[config.mk]
export PLATFORM = sky130hd
export DESIGN_NAME = wb_sdram_master_flat
export DESIGN_NICKNAME = d
export VERILOG_FILES = /design/src/rtl/wb_sdram_master_if.sv /design/src/rtl/wb_sdram_master.sv /design/src/flat_wrapper.sv
export SDC_FILE = /design/constraint.sdc
export NUM_CORES = 1
export LEC_CHECK = 0
export CORE_MARGIN = 2
export CORE_UTILIZATION = 42
export DETAILED_ROUTE_END_ITERATION = 10
export MAX_ROUTING_LAYER = met4
export PLACE_DENSITY_LB_ADDON = 0.15
export SLEW_MARGIN = 40
export SYNTH_ARGS = -nofsm -noshare
export SYNTH_HDL_FRONTEND = slang
export SYNTH_SLANG_ARGS = --single-unit
[constraint.sdc]
create_clock -name clk_i -period 4 [get_ports clk_i]
set_input_delay 0.4 -clock clk_i [delete_from_list [all_inputs] [get_ports clk_i]]
set_output_delay 0.4 -clock clk_i [all_outputs]
set_load 0.01 [all_outputs]
[src/rtl/wb_sdram_master_if.sv]
// Wishbone B3 bus bundle between the SDRAM traffic master and the SDRAM
// controller slave port.
//   master modport : drives cyc/stb/we/addr/dat/sel/cti, samples dat_i/ack
//   slave  modport : the mirror image, for the controller or a bench model
interface wb_sdram_master_if #(
  parameter int ADDR_W = 26,
  parameter int DATA_W = 32
);
  localparam int SEL_W = DATA_W / 8;

  logic              wb_cyc_o;
  logic              wb_stb_o;
  logic              wb_we_o;
  logic [ADDR_W-1:0] wb_addr_o;
  logic [DATA_W-1:0] wb_dat_o;
  logic [SEL_W-1:0]  wb_sel_o;
  logic [2:0]        wb_cti_o;
  logic [DATA_W-1:0] wb_dat_i;
  logic              wb_ack_i;

  modport master (
    output wb_cyc_o, wb_stb_o, wb_we_o, wb_addr_o, wb_dat_o, wb_sel_o, wb_cti_o,
    input  wb_dat_i, wb_ack_i
  );

  modport slave (
    input  wb_cyc_o, wb_stb_o, wb_we_o, wb_addr_o, wb_dat_o, wb_sel_o, wb_cti_o,
    output wb_dat_i, wb_ack_i
  );
endinterface

[src/rtl/wb_sdram_master.sv]
// Wishbone B3 initiator for the SDRAM controller slave port.
// Takes one command at a time from a valid/ready request port and issues a
// classic single cycle (len=0) or an incrementing burst of len+1 beats.
//   clk_i, rst_n_i        : clock, async active-low reset
//   req_*                 : command port (addr, we, sel, len = beats-1)
//   wdata_i / wbeat_o     : write beat data / "beat taken, show next" pulse
//   rdata_o / rvalid_o    : read beat data / valid pulse
//   done_o, err_o, busy_o : completion pulse, abort pulse, in-flight flag
//   wb                    : Wishbone master bundle (wb_sdram_master_if)
// Optional: define WB_MASTER_TIMEOUT_EN to abort a command after
// TIMEOUT_CYCLES consecutive BUS cycles without ack.
module wb_sdram_master #(
  parameter int ADDR_W         = 26,
  parameter int DATA_W         = 32,
  parameter int MAX_BURST      = 8,
  parameter int TIMEOUT_CYCLES = 256,
  localparam int SEL_W         = DATA_W / 8
) (
  input  logic              clk_i,
  input  logic              rst_n_i,
  input  logic              req_valid_i,
  output logic              req_ready_o,
  input  logic [ADDR_W-1:0] req_addr_i,
  input  logic              req_we_i,
  input  logic [SEL_W-1:0]  req_sel_i,
  input  logic [2:0]        req_len_i,
  input  logic [DATA_W-1:0] wdata_i,
  output logic              wbeat_o,
  output logic [DATA_W-1:0] rdata_o,
  output logic              rvalid_o,
  output logic              done_o,
  output logic              err_o,
  output logic              busy_o,
  wb_sdram_master_if.master wb
);

  localparam int BEAT_W = (MAX_BURST > 1) ? $clog2(MAX_BURST) : 1;

  // FIN / ABRT are the one-cycle done / err pulse states; they also give the
  // mandatory idle gap between commands.
  typedef enum logic [1:0] {IDLE, BUS, FIN, ABRT} state_t;
  state_t state, nxt;

  logic [ADDR_W-1:0] addr_q;
  logic              we_q;
  logic [SEL_W-1:0]  sel_q;
  logic [2:0]        len_q;
  logic [BEAT_W-1:0] beat_q;
  logic              wbeat_q, rvalid_q;
  logic [DATA_W-1:0] rdata_q;

  logic ack_bus, last_beat, tmo_hit;

  assign ack_bus   = (state == BUS) && wb.wb_ack_i;
  assign last_beat = (3'(beat_q) == len_q);

`ifdef WB_MASTER_TIMEOUT_EN
  localparam int TMO_W = $clog2(TIMEOUT_CYCLES + 1);
  logic [TMO_W-1:0] tmo_q;

  // Held at 0 outside BUS, so it is already cleared on BUS entry.
  always_ff @(posedge clk_i or negedge rst_n_i)
    if (!rst_n_i)                     tmo_q <= '0;
    else if (state != BUS || ack_bus) tmo_q <= '0;
    else                              tmo_q <= tmo_q + 1'b1;

  // The edge that would take the count to TIMEOUT_CYCLES is the abort edge.
  assign tmo_hit = (state == BUS) && !wb.wb_ack_i &&
                   (tmo_q == TMO_W'(TIMEOUT_CYCLES - 1));
`else
  assign tmo_hit = 1'b0;
`endif

  // state register
  always_ff @(posedge clk_i or negedge rst_n_i)
    if (!rst_n_i) state <= IDLE;
    else          state <= nxt;

  // next state
  always_comb begin
    nxt = state;
    case (state)
      IDLE: if (req_valid_i)           nxt = BUS;
      BUS:  if (ack_bus && last_beat)  nxt = FIN;
            else if (tmo_hit)          nxt = ABRT;
      FIN:                             nxt = IDLE;
      ABRT:                            nxt = IDLE;
      default:                         nxt = IDLE;
    endcase
  end

  // outputs
  always_comb begin
    wb.wb_cyc_o  = 1'b0;
    wb.wb_stb_o  = 1'b0;
    wb.wb_we_o   = 1'b0;
    wb.wb_addr_o = '0;
    wb.wb_dat_o  = '0;
    wb.wb_sel_o  = '0;
    wb.wb_cti_o  = 3'b000;
    req_ready_o  = 1'b0;
    done_o       = 1'b0;
    err_o        = 1'b0;
    busy_o       = 1'b1;
    case (state)
      IDLE: begin
        busy_o      = 1'b0;
        // held low while reset is asserted even though the state is IDLE
        req_ready_o = rst_n_i;
      end
      BUS: begin
        wb.wb_cyc_o  = 1'b1;
        wb.wb_stb_o  = 1'b1;
        wb.wb_we_o   = we_q;
        wb.wb_addr_o = addr_q;
        wb.wb_dat_o  = we_q ? wdata_i : '0;
        wb.wb_sel_o  = sel_q;
        if (len_q != 3'd0) wb.wb_cti_o = last_beat ? 3'b111 : 3'b010;
      end
      FIN:  done_o = 1'b1;
      ABRT: err_o  = 1'b1;
      default: ;
    endcase
  end

  // command registers and beat bookkeeping
  always_ff @(posedge clk_i or negedge rst_n_i)
    if (!rst_n_i) begin
      addr_q   <= '0;
      we_q     <= 1'b0;
      sel_q    <= '0;
      len_q    <= '0;
      beat_q   <= '0;
      wbeat_q  <= 1'b0;
      rvalid_q <= 1'b0;
      rdata_q  <= '0;
    end else begin
      wbeat_q  <= ack_bus && we_q;
      rvalid_q <= ack_bus && !we_q;
      if (ack_bus && !we_q) rdata_q <= wb.wb_dat_i;
      if (state == IDLE && req_valid_i) begin
        addr_q <= req_addr_i;
        we_q   <= req_we_i;
        sel_q  <= req_sel_i;
        len_q  <= req_len_i;
        beat_q <= '0;
      end else if (ack_bus && !last_beat) begin
        addr_q <= addr_q + 1'b1;   // wraps modulo 2^ADDR_W
        beat_q <= beat_q + 1'b1;
      end
    end

  assign wbeat_o  = wbeat_q;
  assign rvalid_o = rvalid_q;
  assign rdata_o  = rdata_q;

endmodule

[src/flat_wrapper.sv]
// flat-port wrapper written by rule: the top's interface ports become plain ports
module wb_sdram_master_flat 
#(
  parameter int ADDR_W         = 26,
  parameter int DATA_W         = 32,
  parameter int MAX_BURST      = 8,
  parameter int TIMEOUT_CYCLES = 256,
  localparam int SEL_W         = DATA_W / 8
)
  (clk_i, rst_n_i, req_valid_i, req_ready_o, req_addr_i, req_we_i, req_sel_i, req_len_i, wdata_i, wbeat_o, rdata_o, rvalid_o, done_o, err_o, busy_o, wb_wb_cyc_o, wb_wb_stb_o, wb_wb_we_o, wb_wb_addr_o, wb_wb_dat_o, wb_wb_sel_o, wb_wb_cti_o, wb_wb_dat_i, wb_wb_ack_i);
  wb_sdram_master_if #(.ADDR_W(ADDR_W), .DATA_W(DATA_W)) wb_i ();
  input  logic clk_i;
  input  logic rst_n_i;
  input  logic req_valid_i;
  output logic req_ready_o;
  input  logic [ADDR_W-1:0] req_addr_i;
  input  logic req_we_i;
  input  logic [SEL_W-1:0] req_sel_i;
  input  logic [2:0] req_len_i;
  input  logic [DATA_W-1:0] wdata_i;
  output logic wbeat_o;
  output logic [DATA_W-1:0] rdata_o;
  output logic rvalid_o;
  output logic done_o;
  output logic err_o;
  output logic busy_o;
  output wire logic [$bits(wb_i.wb_cyc_o)-1:0] wb_wb_cyc_o;
  output wire logic [$bits(wb_i.wb_stb_o)-1:0] wb_wb_stb_o;
  output wire logic [$bits(wb_i.wb_we_o)-1:0] wb_wb_we_o;
  output wire logic [$bits(wb_i.wb_addr_o)-1:0] wb_wb_addr_o;
  output wire logic [$bits(wb_i.wb_dat_o)-1:0] wb_wb_dat_o;
  output wire logic [$bits(wb_i.wb_sel_o)-1:0] wb_wb_sel_o;
  output wire logic [$bits(wb_i.wb_cti_o)-1:0] wb_wb_cti_o;
  input wire logic [$bits(wb_i.wb_dat_i)-1:0] wb_wb_dat_i;
  input wire logic [$bits(wb_i.wb_ack_i)-1:0] wb_wb_ack_i;
  assign wb_wb_cyc_o = wb_i.wb_cyc_o;
  assign wb_wb_stb_o = wb_i.wb_stb_o;
  assign wb_wb_we_o = wb_i.wb_we_o;
  assign wb_wb_addr_o = wb_i.wb_addr_o;
  assign wb_wb_dat_o = wb_i.wb_dat_o;
  assign wb_wb_sel_o = wb_i.wb_sel_o;
  assign wb_wb_cti_o = wb_i.wb_cti_o;
  assign wb_i.wb_dat_i = wb_wb_dat_i;
  assign wb_i.wb_ack_i = wb_wb_ack_i;
  wb_sdram_master #(.ADDR_W(ADDR_W), .DATA_W(DATA_W), .MAX_BURST(MAX_BURST), .TIMEOUT_CYCLES(TIMEOUT_CYCLES)) u_core (.clk_i(clk_i), .rst_n_i(rst_n_i), .req_valid_i(req_valid_i), .req_ready_o(req_ready_o), .req_addr_i(req_addr_i), .req_we_i(req_we_i), .req_sel_i(req_sel_i), .req_len_i(req_len_i), .wdata_i(wdata_i), .wbeat_o(wbeat_o), .rdata_o(rdata_o), .rvalid_o(rvalid_o), .done_o(done_o), .err_o(err_o), .busy_o(busy_o), .wb(wb_i));
endmodule
==> results of run 1 <==
[final timing paths]
path / start / endpoint / cells past startpoint
max reg2reg: u_core.addr_q[0] / u_core.addr_q[22] / 6
min: rst_n_i / u_core.addr_q[17] / 2
min reg2reg: u_core.sel_q[1] / u_core.sel_q[1] / 2
max in group asynchronous: rst_n_i / u_core.we_q / 3
min in group clk_i: u_core.sel_q[1] / u_core.sel_q[1] / 2
max: u_core.state[0] / wb_wb_dat_o[9] / 5
[flip-flops by register name (all words and copies together) (netlist names)]
register and flops:
u_core.addr_q 26, u_core.rvalid_o 1, u_core.we_q 1, u_core.state 2, u_core.len_q 3, u_core.beat_q 3, u_core.wbeat_o 1, u_core.rdata_o 32
u_core.sel_q 4
[routing by layer]
| metal | global-route usage (%) | vias up |
|---|---|---|
| met1 | 29.55 | 1694 |
| met2 | 38.30 | 153 |
| met4 | 7.271 | 0 |
| li1 | - | 1708 |
| met3 | 4.539 | 10 |
| met5 | - | - |
[what timing repair did]
item,CTS,global route
endpoints found under the hold margin,1,0
hold buffers,1,0
resized for setup,0,0
[cells in the final DEF (no fill, tap or decap), types with 3 or more instances in the layout]
cell,netlist,final
and2_1,35,34
and3_1,34,34
clkdlybuf4s50_1,0,206
or3_1,4,4
dfrtp_1,73,72
nand3_1,17,17
nor2_1,21,20
mux2_2,32,32
xnor2_1,5,5
o21ai_1,9,9
nand4_1,10,10
a21oi_1,5,5
nand2_1,52,51
o21ai_0,10,10
nor3_1,3,3
xor2_1,17,17
clkbuf_8,0,10
buf_4,3,5
inv_1,5,5
a31oi_1,6,5
[critical path, delay by kind of cell, from the launching register on]
| family | cells | cell delay (ps) |
|---|---|---|
| buffers and inverters | 3 | 920 |
| and+or+nand+nor | 2 | 570 |
| DFF | 1 | 440 |
[cells by family after synthesis]
family                   Yosys count  synth area share (%)
multiplexers                      33                 9.850
XOR/XNOR                          22                 5.125
adder cells (fa/ha/maj)            2                0.6655
AO/OA/AOI/OAI                     37                 5.824
buffers and inverters             30                 3.461
AND/OR/NAND/NOR                  185                 26.49
flip-flops                        73                 48.59
[through the flow]
stage	total power [mW]	cells
2_1_floorplan	2.629	382
3_3_place_gp	3.864	677
3_5_place_dp	3.985	679
4_1_cts	4.606	696
5_1_grt	4.881	696
6_report	4.568	696
[final cells by class]
class | instances | area, µm² | share of cell area [%]
clock inverter | 6 | 65.06 | 1.056
multi-input combinational | 279 | 1823 | 29.60
clock buffer | 10 | 137.6 | 2.235
sequential | 73 | 1828 | 29.68
tap | 108 | 135.1 | 2.194
timing repair buffer | 215 | 2151 | 34.92
inverter | 5 | 18.77 | 0.3048
[report_power, final]
| part | total [mW] | switching (mW) | leakage [nW] | internal (mW) |
|---|---|---|---|---|
| Combinational | 2.53 | 1.08 | 1.62 | 1.45 |
| Clock | 0.598 | 0.290 | 0.103 | 0.307 |
| Sequential | 1.44 | 0.339 | 0.872 | 1.10 |
| Total | 4.57 | 1.71 | 2.60 | 2.86 |
==> results.cfg, run 1 <==
[run_status]
status = complete, no violations

[placed_design]
gp_congestion = 0.8151
dp_slack_ps = 1472
place_area_um2 = 5938
port_buffers = 207
hpwlAfterDp_um = 8418

[power]
ir_drop_uv = 397.1
leakagePower_nw = 2.598
p_per_area_nw_per_um2 = 741.8

[routing]
wl_met1_um = 4718
postRouteWirelength_um = 11180
route.met3.wl_um = 732
met2WireLength_um = 5583
vias_per_cell = 5.122
firstDrtPassIters = 4
drt_iter0_drc = 132
ant_nets = 0
dr.max_layer_used = met4
post_drt_wl_per_cell_um = 16.06
drc = 0
vias = 3565

[cts]
clk_pin_slew_ps = 80
cts_sinks = 73
clock-root-buffer = clkbuf_8
cts_made_buffers = 9
cts.htree.levels = 3
post_cts_buffers = 0
clk_latency_ps = 350
cts_tree = done
clock_path_buffers = 2

[logic_synthesis]
ys_top_cells_by_count = dfrtp_1 (73), nand2_1 (52), and2_1 (35)
yosys.area.top_type = dfrtp_1
syn_area_um2 = 3760
yosysSeqAreaShare_pct = 48.59
avgSynthCellArea_um2 = 9.843
synth_edf_count = 0
netlist.area_leader.share_pct = 48.59
yosysMostFrequentCell = dfrtp_1
synth_ff_type = dfrtp_1
synth_warnings = 0
synth_cells = 382
async_reset_ff_share_pct = 100.0
syn_nets = 486
synth.distinct_cells = 35
synthTopCellsByArea = dfrtp_1 (49%), mux2_2 (9.6%), and2_1 (5.8%), and3_1 (5.7%), nand2_1 (5.2%)
ys_ff_latch = 73

[finish]
drive_gt1_share_pct = 11.05
fillers = 704
fin_area_um2 = 6158
final_util_pct = 70.62
final_nets = 687
area_delta_synth_final_pct = 63.79
diodes = 0

[sta]
slew_headroom_pct = 55.69
setup_violations = 0
drv_slew = 0
min_period_ps = 2670
hold_viol = 0
tightestPinTransition_ps = 664.7
whs_ps = 383.9
fmax_mhz = 374.5
final.setup.tns_ps = 0
post-route-period-util_pct = 66.75
fin_ws_ps = 1330
clock-skew-final_ps = 9.965
rsz0062_at_grt = false

[critical_path]
cp_max_fo = 24
critPathKind = reg2out
critPathArrivalTime_ps = 2270
worst_path_max_delay_cell = clkdlybuf4s50_1
required_ps = 3600
reg2reg_slack_ps = 2040
cp_cell_sequence = nor2b_4 > buf_8 > buf_8 > and3_1 > clkdlybuf4s50_1
cp-start-kind = flip-flop
cpPeakStageDelay_ps = 540
end_kind = output port
path_common_cell = buf_8

[floorplanning]
start_util_pct = 43.11
rows = 34
core_um2 = 8721
dieArea_um2 = 9725
dieWidth_um = 98.62
die_h_um = 98.62
pin_count = 208

[worst_hold_path]
hold_path.class = in2async

[global_route]
grt_max_degree = 73
antenna_found_initial = 0
grtUsageTotal_pct = 23.40
gr-total-overflow = 0
grt_pass1_wl_um = 17600
grt_pass1_vias = 3547

[run]
maxCapViolCount = 0
(Power assumes the default switching activity.)
==> inputs of run 2 (changes only) <==
CORE_UTILIZATION = 35   (was 42)
clock period = 2.4 ns   (was 4 ns; I/O delays follow)
==> run 2 against run 1 <==
Against the previous run: via count shrank 1.2%; critical path depth shrank 1; sequential share of layout area shrank 0.23 points; hold slack lost 170 ps; clock skew grew 3.6 ps; power grew 66%; sequential power grew 65%; worst setup slack lost 1200 ps; cell area grew 0.77%; global-route usage shrank 3.8 points; wire length shrank 1.4%; critical path type unchanged; non-clock buffer count grew 4.
==> results.cfg, run 2 (synthesis results as in run 1) <==
[critical_path]
cp-start-kind = flip-flop
cp_num_buf_inv = 2
cpPeakStageDelay_ps = 540
critPathArrivalTime_ps = 2020
cp_max_fo = 27
end_kind = output port
required_ps = 2160
crit_start = u_core.state[0]
reg2reg_from = u_core.addr_q[0]
cp_cell_sequence = nor2b_4 > buf_4 > and3_1 > clkdlybuf4s50_1
cp_top_family = buffers and inverters
worst_path_max_delay_cell = clkdlybuf4s50_1
critPathKind = reg2out

[sta]
slew_headroom_pct = 55.87
min_period_ps = 2256
drv_slew = 0
post-route-period-util_pct = 94.02
setup_violations = 0
clock-skew-final_ps = 13.52
tightestPinTransition_ps = 662.0
fmax_mhz = 443.2
hold_viol = 0
rsz0062_at_grt = false
whs_ps = 216.4
final.setup.tns_ps = 0

[floorplanning]
start_util_pct = 36.26
rows = 37
dieArea_um2 = 11590
pin_count = 208
die_h_um = 107.6
dieWidth_um = 107.6
core_um2 = 10370

[worst_hold_path]
hold_path.class = in2async

[power]
p_sw_mw = 2.823
combPwrFrac_pct = 55.9
leakagePower_nw = 2.610
ir_drop_uv = 604.0
p_seq_share_pct = 31.3
switching_share_pct = 37.14
p_per_area_nw_per_um2 = 1225
internal_power_mw = 4.778
p_clk_share_pct = 12.8

[finish]
final_nets = 691
fillers = 916
fin_area_um2 = 6206
largest_reg_flops = 32
layout_commonest_cell = clkdlybuf4s50_1
diodes = 0
final_util_pct = 59.85
drive_gt1_share_pct = 11.00
area_delta_synth_final_pct = 65.06
final_cell_mix = clkdlybuf4s50_1 (206), dfrtp_1 (72), nand2_1 (52)

[global_route]
antenna_found_initial = 0
grtUsageTotal_pct = 19.59
grt_pass1_vias = 3539
grt_pass1_wl_um = 17280
gr-total-overflow = 0
grt_max_degree = 73

[placed_design]
place_area_um2 = 5997
port_buffers = 207
hpwlAfterDp_um = 8198
gp_congestion = 0.8508

[cts]
clk_pin_slew_ps = 80
clk_latency_ps = 360
cts_sinks = 73
cts.htree.levels = 3
cts_made_buffers = 9
clock_path_buffers = 2
post_cts_buffers = 0
cts_tree = done
clock-root-buffer = clkbuf_8

[routing]
postRouteWirelength_um = 11020
drc = 0
ant_nets = 0
vias_per_cell = 4.845
post_drt_wl_per_cell_um = 15.16
vias = 3522
firstDrtPassIters = 4
drt_iter0_drc = 139

[run]
maxCapViolCount = 0

[run_status]
status = complete, no violations
[run 2: final cells by class]
class / count / area (µm²) / area share (%)
repair buffers: 219 / 2182 / 35.16
clock inverters: 5 / 56.30 / 0.9073
inverters: 5 / 18.77 / 0.3024
multi-input cells: 279 / 1813 / 29.21
clock buffers: 10 / 137.6 / 2.218
flip-flops and latches: 73 / 1828 / 29.46
well taps: 136 / 170.2 / 2.742
[run 2: metrics by stage]
stage / setup slack [ps] / power (mW) / std cells
global placement: 398.8 / 6.570 / 711
global route: 10.77 / 8.136 / 727
CTS: 76.50 / 7.671 / 727
finish: 143.6 / 7.600 / 727
floorplan: 587.2 / 4.381 / 382
detailed placement: 321.4 / 6.669 / 711
[run 2: timing repair]
action	CTS	global route
gates resized for setup	0	1
endpoints found under the setup margin	0	1
hold buffers	1	0
endpoints found under the hold margin	1	0
[run 2: power groups by stage]
stage	clock network, mW	registers (mW)	logic (mW)
floorplan	0	2.37	2.01
global placement	0	2.36	4.21
detailed placement	0	2.40	4.27
CTS	0.991	2.38	4.30
global route	1.04	2.48	4.61
finish	0.969	2.38	4.25
[run 2: worst reg2reg max path, cell delays in order, from the launching register on]
cell     delay [ps]
dfrtp_1         480
ha_1            260
inv_1           100
nor4_4          510
nand4_1         200
xor2_1          180
a21oi_1         140
[run 2: metal layers]
metal	vias to the layer above	track usage [%]	wire, µm
li1	1713	-	-
met1	1637	24.79	4726
met2	153	29.92	5191
met3	19	5.266	895
met4	0	7.875	206
met5	-	-	0
[run 2: final timing paths]
kind / to / slack (ps) / cells past startpoint
worst max-delay path: wb_wb_dat_o[12] / 140 / 4
worst min-delay path: u_core.addr_q[17] / 220 / 2
worst max register to register: u_core.addr_q[24] / 470 / 6
worst min register to register: u_core.sel_q[2] / 470 / 2
max in group asynchronous: u_core.we_q / 1340 / 3
min in group clk_i: u_core.sel_q[3] / 410 / 3
